--- config.mk ---
export PLATFORM = sky130hd
export DESIGN_NAME = bomb_sequencer
export DESIGN_NICKNAME = d
export VERILOG_FILES = /design/src/rtl/bomb_pkg.sv /design/src/rtl/bomb_sequencer_lfsr.sv /design/src/rtl/bomb_sequencer.sv
export SDC_FILE = /design/constraint.sdc
export NUM_CORES = 1
export LEC_CHECK = 0
export ABC_AREA = 1
export CAP_MARGIN = 20
export CORE_ASPECT_RATIO = 1.5
export CORE_UTILIZATION = 25
export DETAILED_ROUTE_END_ITERATION = 6
export GPL_TIMING_DRIVEN = 1
export PLACE_DENSITY = 0.52
export SYNTH_ARGS = -nofsm -noshare
export SYNTH_HDL_FRONTEND = slang
export SYNTH_SLANG_ARGS = --single-unit
--- constraint.sdc ---
create_clock -name clk -period 1.52 [get_ports clk]
set_input_delay 0.228 -clock clk [delete_from_list [all_inputs] [get_ports clk]]
set_output_delay 0.228 -clock clk [all_outputs]
set_load 0.03 [all_outputs]
--- src/rtl/bomb_pkg.sv ---
// Shared types for the defusal puzzle: stage status codes, sequencer states, LFSR seed.
// Combinational helpers only; no latency, no backpressure.
package bomb_pkg;

  typedef enum logic [1:0] {
    FAILURE = 2'd0,
    SUCCESS = 2'd1,
    WAIT    = 2'd2
  } status_e;

  typedef enum logic [2:0] {
    IDLE     = 3'd0,
    LOAD     = 3'd1,
    SETTLE   = 3'd2,
    PLAY     = 3'd3,
    DEFUSED  = 3'd4,
    EXPLODED = 3'd5
  } state_e;

  localparam logic [7:0] LFSR_SEED = 8'hA5;

  // Fibonacci step for x^8+x^6+x^5+x^4+1, shifting towards the MSB.
  function automatic logic [7:0] lfsr_next(input logic [7:0] v);
    return {v[6:0], v[7] ^ v[5] ^ v[4] ^ v[3]};
  endfunction

endpackage

--- src/rtl/bomb_sequencer_lfsr.sv ---
// 8-bit maximal-length LFSR shared with the stages; restarts at LFSR_SEED on reset.
// Advances every cycle, no backpressure; a nonzero seed keeps it out of the all-zero lock-up.
module lfsr
  import bomb_pkg::*;
(
  input  logic       clk,
  input  logic       rst,
  output logic [7:0] value
);

  always_ff @(posedge clk) begin
    if (!rst) value <= LFSR_SEED;
    else      value <= lfsr_next(value);
  end

endmodule

--- src/rtl/bomb_sequencer.sv ---
// Game controller: walks the stages, reseeds/restarts each, counts strikes, runs the countdown.
// Outputs registered one cycle after the deciding input; no backpressure, inputs sampled every cycle.
module bomb_sequencer
  import bomb_pkg::*;
#(
  parameter int NUM_STAGES  = 4,
  parameter int MAX_STRIKES = 3,
  parameter int TIME_LIMIT  = 120
) (
  input  logic       clk,
  input  logic       rst,
  input  logic       start,
  input  logic       tick,
  input  logic [1:0] stage_status,
  output logic [2:0] stage_sel,
  output logic       stage_rst,
  output logic [7:0] stage_seed,
  output logic [7:0] time_left,
  output logic [2:0] strikes,
  output logic       armed,
  output logic       defused,
  output logic       exploded
);

  localparam logic [2:0] LAST_STAGE   = 3'(NUM_STAGES - 1);
  localparam logic [2:0] STRIKE_LIMIT = 3'(MAX_STRIKES);
  localparam logic [7:0] TIME_INIT    = 8'(TIME_LIMIT);

  state_e     state;
  state_e     next_state;
  logic [7:0] lfsr_value;

  logic       is_success;
  logic       is_failure;
  logic       counting;
  logic       expire;
  logic       last_stage;
  logic       strike_out;

  logic [2:0] sel_d;
  logic [2:0] strikes_d;
  logic [7:0] seed_d;
  logic [7:0] time_d;
  logic       stage_rst_d;
  logic       armed_d;
  logic       defused_d;
  logic       exploded_d;

  lfsr u_lfsr (
    .clk   (clk),
    .rst   (rst),
    .value (lfsr_value)
  );

  // Code 3 falls through both decodes and behaves as WAIT.
  assign is_success = (stage_status == SUCCESS);
  assign is_failure = (stage_status == FAILURE);
  assign counting   = (state == LOAD) || (state == SETTLE) || (state == PLAY);
  assign expire     = counting && tick && (time_left == 8'd1);
  assign last_stage = (stage_sel == LAST_STAGE);
  assign strike_out = ((strikes + 3'd1) == STRIKE_LIMIT);

  always_ff @(posedge clk) begin
    if (!rst) state <= IDLE;
    else      state <= next_state;
  end

  // SUCCESS outranks expiry; FAILURE with expiry still detonates.
  always_comb begin
    next_state = state;
    case (state)
      IDLE: begin
        if (start) next_state = LOAD;
      end
      LOAD: begin
        next_state = expire ? EXPLODED : SETTLE;
      end
      SETTLE: begin
        next_state = expire ? EXPLODED : PLAY;
      end
      PLAY: begin
        if (is_success)      next_state = last_stage ? DEFUSED : LOAD;
        else if (is_failure) next_state = (strike_out || expire) ? EXPLODED : LOAD;
        else if (expire)     next_state = EXPLODED;
      end
      default: begin
        next_state = state;
      end
    endcase
  end

  always_comb begin
    sel_d       = stage_sel;
    strikes_d   = strikes;
    seed_d      = stage_seed;
    time_d      = time_left;
    stage_rst_d = !((next_state == LOAD) || (next_state == IDLE));
    armed_d     = (next_state == LOAD) || (next_state == SETTLE) || (next_state == PLAY);
    defused_d   = (next_state == DEFUSED);
    exploded_d  = (next_state == EXPLODED);

    if (state == IDLE) begin
      if (start) begin
        sel_d     = 3'd0;
        strikes_d = 3'd0;
        time_d    = TIME_INIT;
      end
    end else if (counting && tick && (time_left != 8'd0)) begin
      time_d = time_left - 8'd1;
    end

    if (state == PLAY) begin
      if (is_success && !last_stage) sel_d = stage_sel + 3'd1;
      if (!is_success && is_failure && (strikes != STRIKE_LIMIT)) strikes_d = strikes + 3'd1;
    end

    // Seed is captured on entry to LOAD so it is already valid while stage_rst is low.
    if (next_state == LOAD) seed_d = lfsr_value;
  end

  always_ff @(posedge clk) begin
    if (!rst) begin
      stage_sel  <= 3'd0;
      stage_rst  <= 1'b0;
      stage_seed <= 8'h00;
      time_left  <= TIME_INIT;
      strikes    <= 3'd0;
      armed      <= 1'b0;
      defused    <= 1'b0;
      exploded   <= 1'b0;
    end else begin
      stage_sel  <= sel_d;
      stage_rst  <= stage_rst_d;
      stage_seed <= seed_d;
      time_left  <= time_d;
      strikes    <= strikes_d;
      armed      <= armed_d;
      defused    <= defused_d;
      exploded   <= exploded_d;
    end
  end

endmodule

==> metrics.cfg, run 1 <==
[hold_path]
hold_depth = 2
worst_hold_path_type = reg2reg
holdPathEnd = u_lfsr.value[1]$_SDFF_PN0_
hp-start = u_lfsr.value[0]$_SDFF_PN1_

[layout]
num_antenna_cells = 0
layout-drive-gt1-share = 0.3956
multi_input_area_um2 = 1116
nets = 329
nFillCells = 767
fin_cells = 416
syn2layout_area_growth_pct = 56.25
seqCellArea_um2 = 764.5

[grt]
first_global_vias = 1725
grtUsageTotal = 0.1208
grt_start_max_net_pins = 21
grt_overflow = 0
antenna_found_initial = 0
grt_first_pass_wirelength_mm = 7.217

[logic_synthesis]
synth_area_um2 = 1862
ys_types = 35
syn_area_per_cell_um2 = 7.889
ys_ff_latch = 37
yosys.area.top_type_share = 0.3978
synth_top_area_cell = dfxtp_1
syn_nets = 250
syn_inst = 236
synthTopCellsByArea = dfxtp_1, nand2_1, inv_1
yosysSeqAreaShare = 0.3978
synth_warnings = 0

[place]
gp_congestion = 0.7626
place_hpwl_mm = 3.406
port_buffers = 31
dp.cells = 407

[pwr]
vdd_drop_max_mv = 0.6487
finalPower_mw = 3.430
leakage_nw = 1.421
power.density_nw_per_um2 = 1179

[clocking]
root_buffer = clkbuf_8
postCtsHoldBufs = 0
insertion_delay_ns = 0.29
cts_sinks = 37
cts_tree = built
cts-htree-levels = 2
cts_buffers = 5
clk_pin_slew_worst_paths_ns = 0.08
clockBufferDepth = 2

[status]
violations = setup timing
status = finished with violations

[floorplan]
pin_count = 32
die-area_um2 = 7803
placeableCoreArea_um2 = 7227
die-height_um = 107.7
placementRows = 38
die_width_um = 72.46
initial_core_util = 0.2576

[sta]
hold_viol_final = 0
whs_ns = 0.4157
setup_viol = 14
tightest_slew_ns = 0.3172
slew_headroom = 0.7882
fin_crit_ns = 1.657
fin_skew_ns = 0.01010
worst_slack_ns = -0.1366
fmax_mhz = 603.6
rsz0062_at_grt = yes
fin_crit_sh = 1.090
final_max_slew_viol_count = 0

[detailed_routing]
first_iter_violations = 27
drc = 0
ant_nets = 0
dr.pass1.iters = 4
wl_per_cell_um = 10.31
vias = 1681
wl_mm = 4.291
via_per_inst = 4.041

[worst_setup_path]
path_class = reg2reg
timing.rr.end = stage_seed[6]$_SDFFE_PN0N_
r2r_start = strikes[1]$_SDFF_PN0_
critPathArrivalTime_ns = 1.85
cp_data_required_time_ns = 1.72
rrSetupSlack_ns = -0.14
end_kind = flop
crit_path_start_kind = flop
cp_max_fo = 8
r2r_cells = 11

[job]
drv_cap = 0

==> how the worst max path moves through the flow <==
stage | slack (ns) | from | end
2_1_floorplan | -0.10 | strikes[1]$_SDFF_PN0_ | stage_seed[0]$_SDFFE_PN0N_
3_3_place_gp | -0.25 | stage_status[1] | stage_seed[6]$_SDFFE_PN0N_
3_5_place_dp | -0.28 | stage_status[1] | stage_seed[1]$_SDFFE_PN0N_
4_1_cts | -0.13 | strikes[1]$_SDFF_PN0_ | stage_seed[4]$_SDFFE_PN0N_
5_1_grt | -0.24 | strikes[1]$_SDFF_PN0_ | stage_seed[3]$_SDFFE_PN0N_
6_report | -0.14 | strikes[1]$_SDFF_PN0_ | stage_seed[6]$_SDFFE_PN0N_
==> flip-flops by register name, summed over array words and instances, names as in the netlist <==
register,cells
armed,1
defused,1
exploded,1
stage_rst,1
stage_seed,8
stage_sel,3
state,3
strikes,3
time_left,8
u_lfsr.value,8
==> stage by stage <==
stage               worst slack (ns)    util  setup TNS (ns)  area (µm²)
global placement             -0.2459  0.3700          -4.114        2674
finish                       -0.1366  0.4025          -1.099        2909
floorplan                    -0.1025       -         -0.8837        1934
detailed placement           -0.2826  0.3700          -4.663        2674
global route                 -0.2443  0.4025          -2.885        2909
CTS                          -0.1307  0.3854          -1.218        2785
==> repair_timing <==
action                     CTS  global route
gates cloned                 0             0
gates resized for setup     31            30
setup endpoints to repair   40            28
setup buffers                0             1
pin swaps                    7            11
==> synth_stat cells, drive strengths merged <==
library cell,count
nand3b,1
xor2,2
o21a,1
o211ai,1
clkinv,1
dfxtp,37
buf,1
nor3,2
a211oi,2
inv,40
or2,1
a21oi,16
o21ai,9
nand2,52
a31oi,1
nor2,38
ha,8
xnor2,2
nand4,9
clkbuf,2
nand3,10
==> layout by cell type (no fill, tap or decap), types with 5 or more instances in the layout <==
cell type | netlist | final
a21oi_1 | 13 | 10
buf_4 | 1 | 41
clkbuf_8 | 0 | 5
clkdlybuf4s50_1 | 0 | 5
dfxtp_1 | 37 | 26
dfxtp_2 | 0 | 7
dlygate4sd2_1 | 0 | 22
ha_4 | 0 | 5
inv_1 | 35 | 32
inv_2 | 5 | 6
nand2_1 | 45 | 42
nand2_2 | 5 | 6
nand3_1 | 7 | 5
nand4_1 | 8 | 8
nor2_1 | 20 | 17
nor2_2 | 13 | 13
nor2_4 | 3 | 6
==> worst max-delay path, cell delays in order, from the launching register on <==
cell and delay [ns]:
dfxtp_4 0.36, ha_4 0.16, ha_4 0.26, nand3_2 0.07
nand2_2 0.07, nand3_2 0.08, nand2_2 0.07, inv_2 0.04
o21ai_4 0.23, nor2_8 0.08, nor2_2 0.10, nor2_1 0.04
==> report_power, final <==
part           leakage [nW]  switching (mW)  internal, mW
Sequential            0.310          0.0965          1.11
Clock                0.0525           0.384         0.425
Combinational          1.06           0.816         0.599
==> routing by layer <==
metal  wire (µm)  vias up  GRT usage
li1            -      894          -
met1        1640      759     0.1148
met2        2495       24     0.2397
met3         106        4    0.02715
met4          49        0    0.04902
met5           0        -          0
==> cell type report <==
cell class              instances  area share
flip-flops and latches         37      0.2628
multi-input cells             155      0.3837
repair buffers                 75      0.2181
clock buffers                   6     0.03226
inverters                      41     0.05462
well taps                     100     0.04301
clock inverters                 2    0.005591
==> cells by family (layout without fill, tap and decap cells) <==
family	after synthesis	in the layout	share of synthesized area
compound gates	30	30	0.1069
xor+xnor	4	4	0.01882
fa+ha+maj	8	8	0.05377
buf+inv	44	124	0.09073
flops	37	37	0.3978
simple gates	113	113	0.3320
No activity file was read; power rests on OpenSTA's default activity.
==> run 2, diff against run 1 <==
- SLEW_MARGIN: unset -> 20
==> results of run 2 <==
Final layout, timing and power as in run 1 (identical DEF).
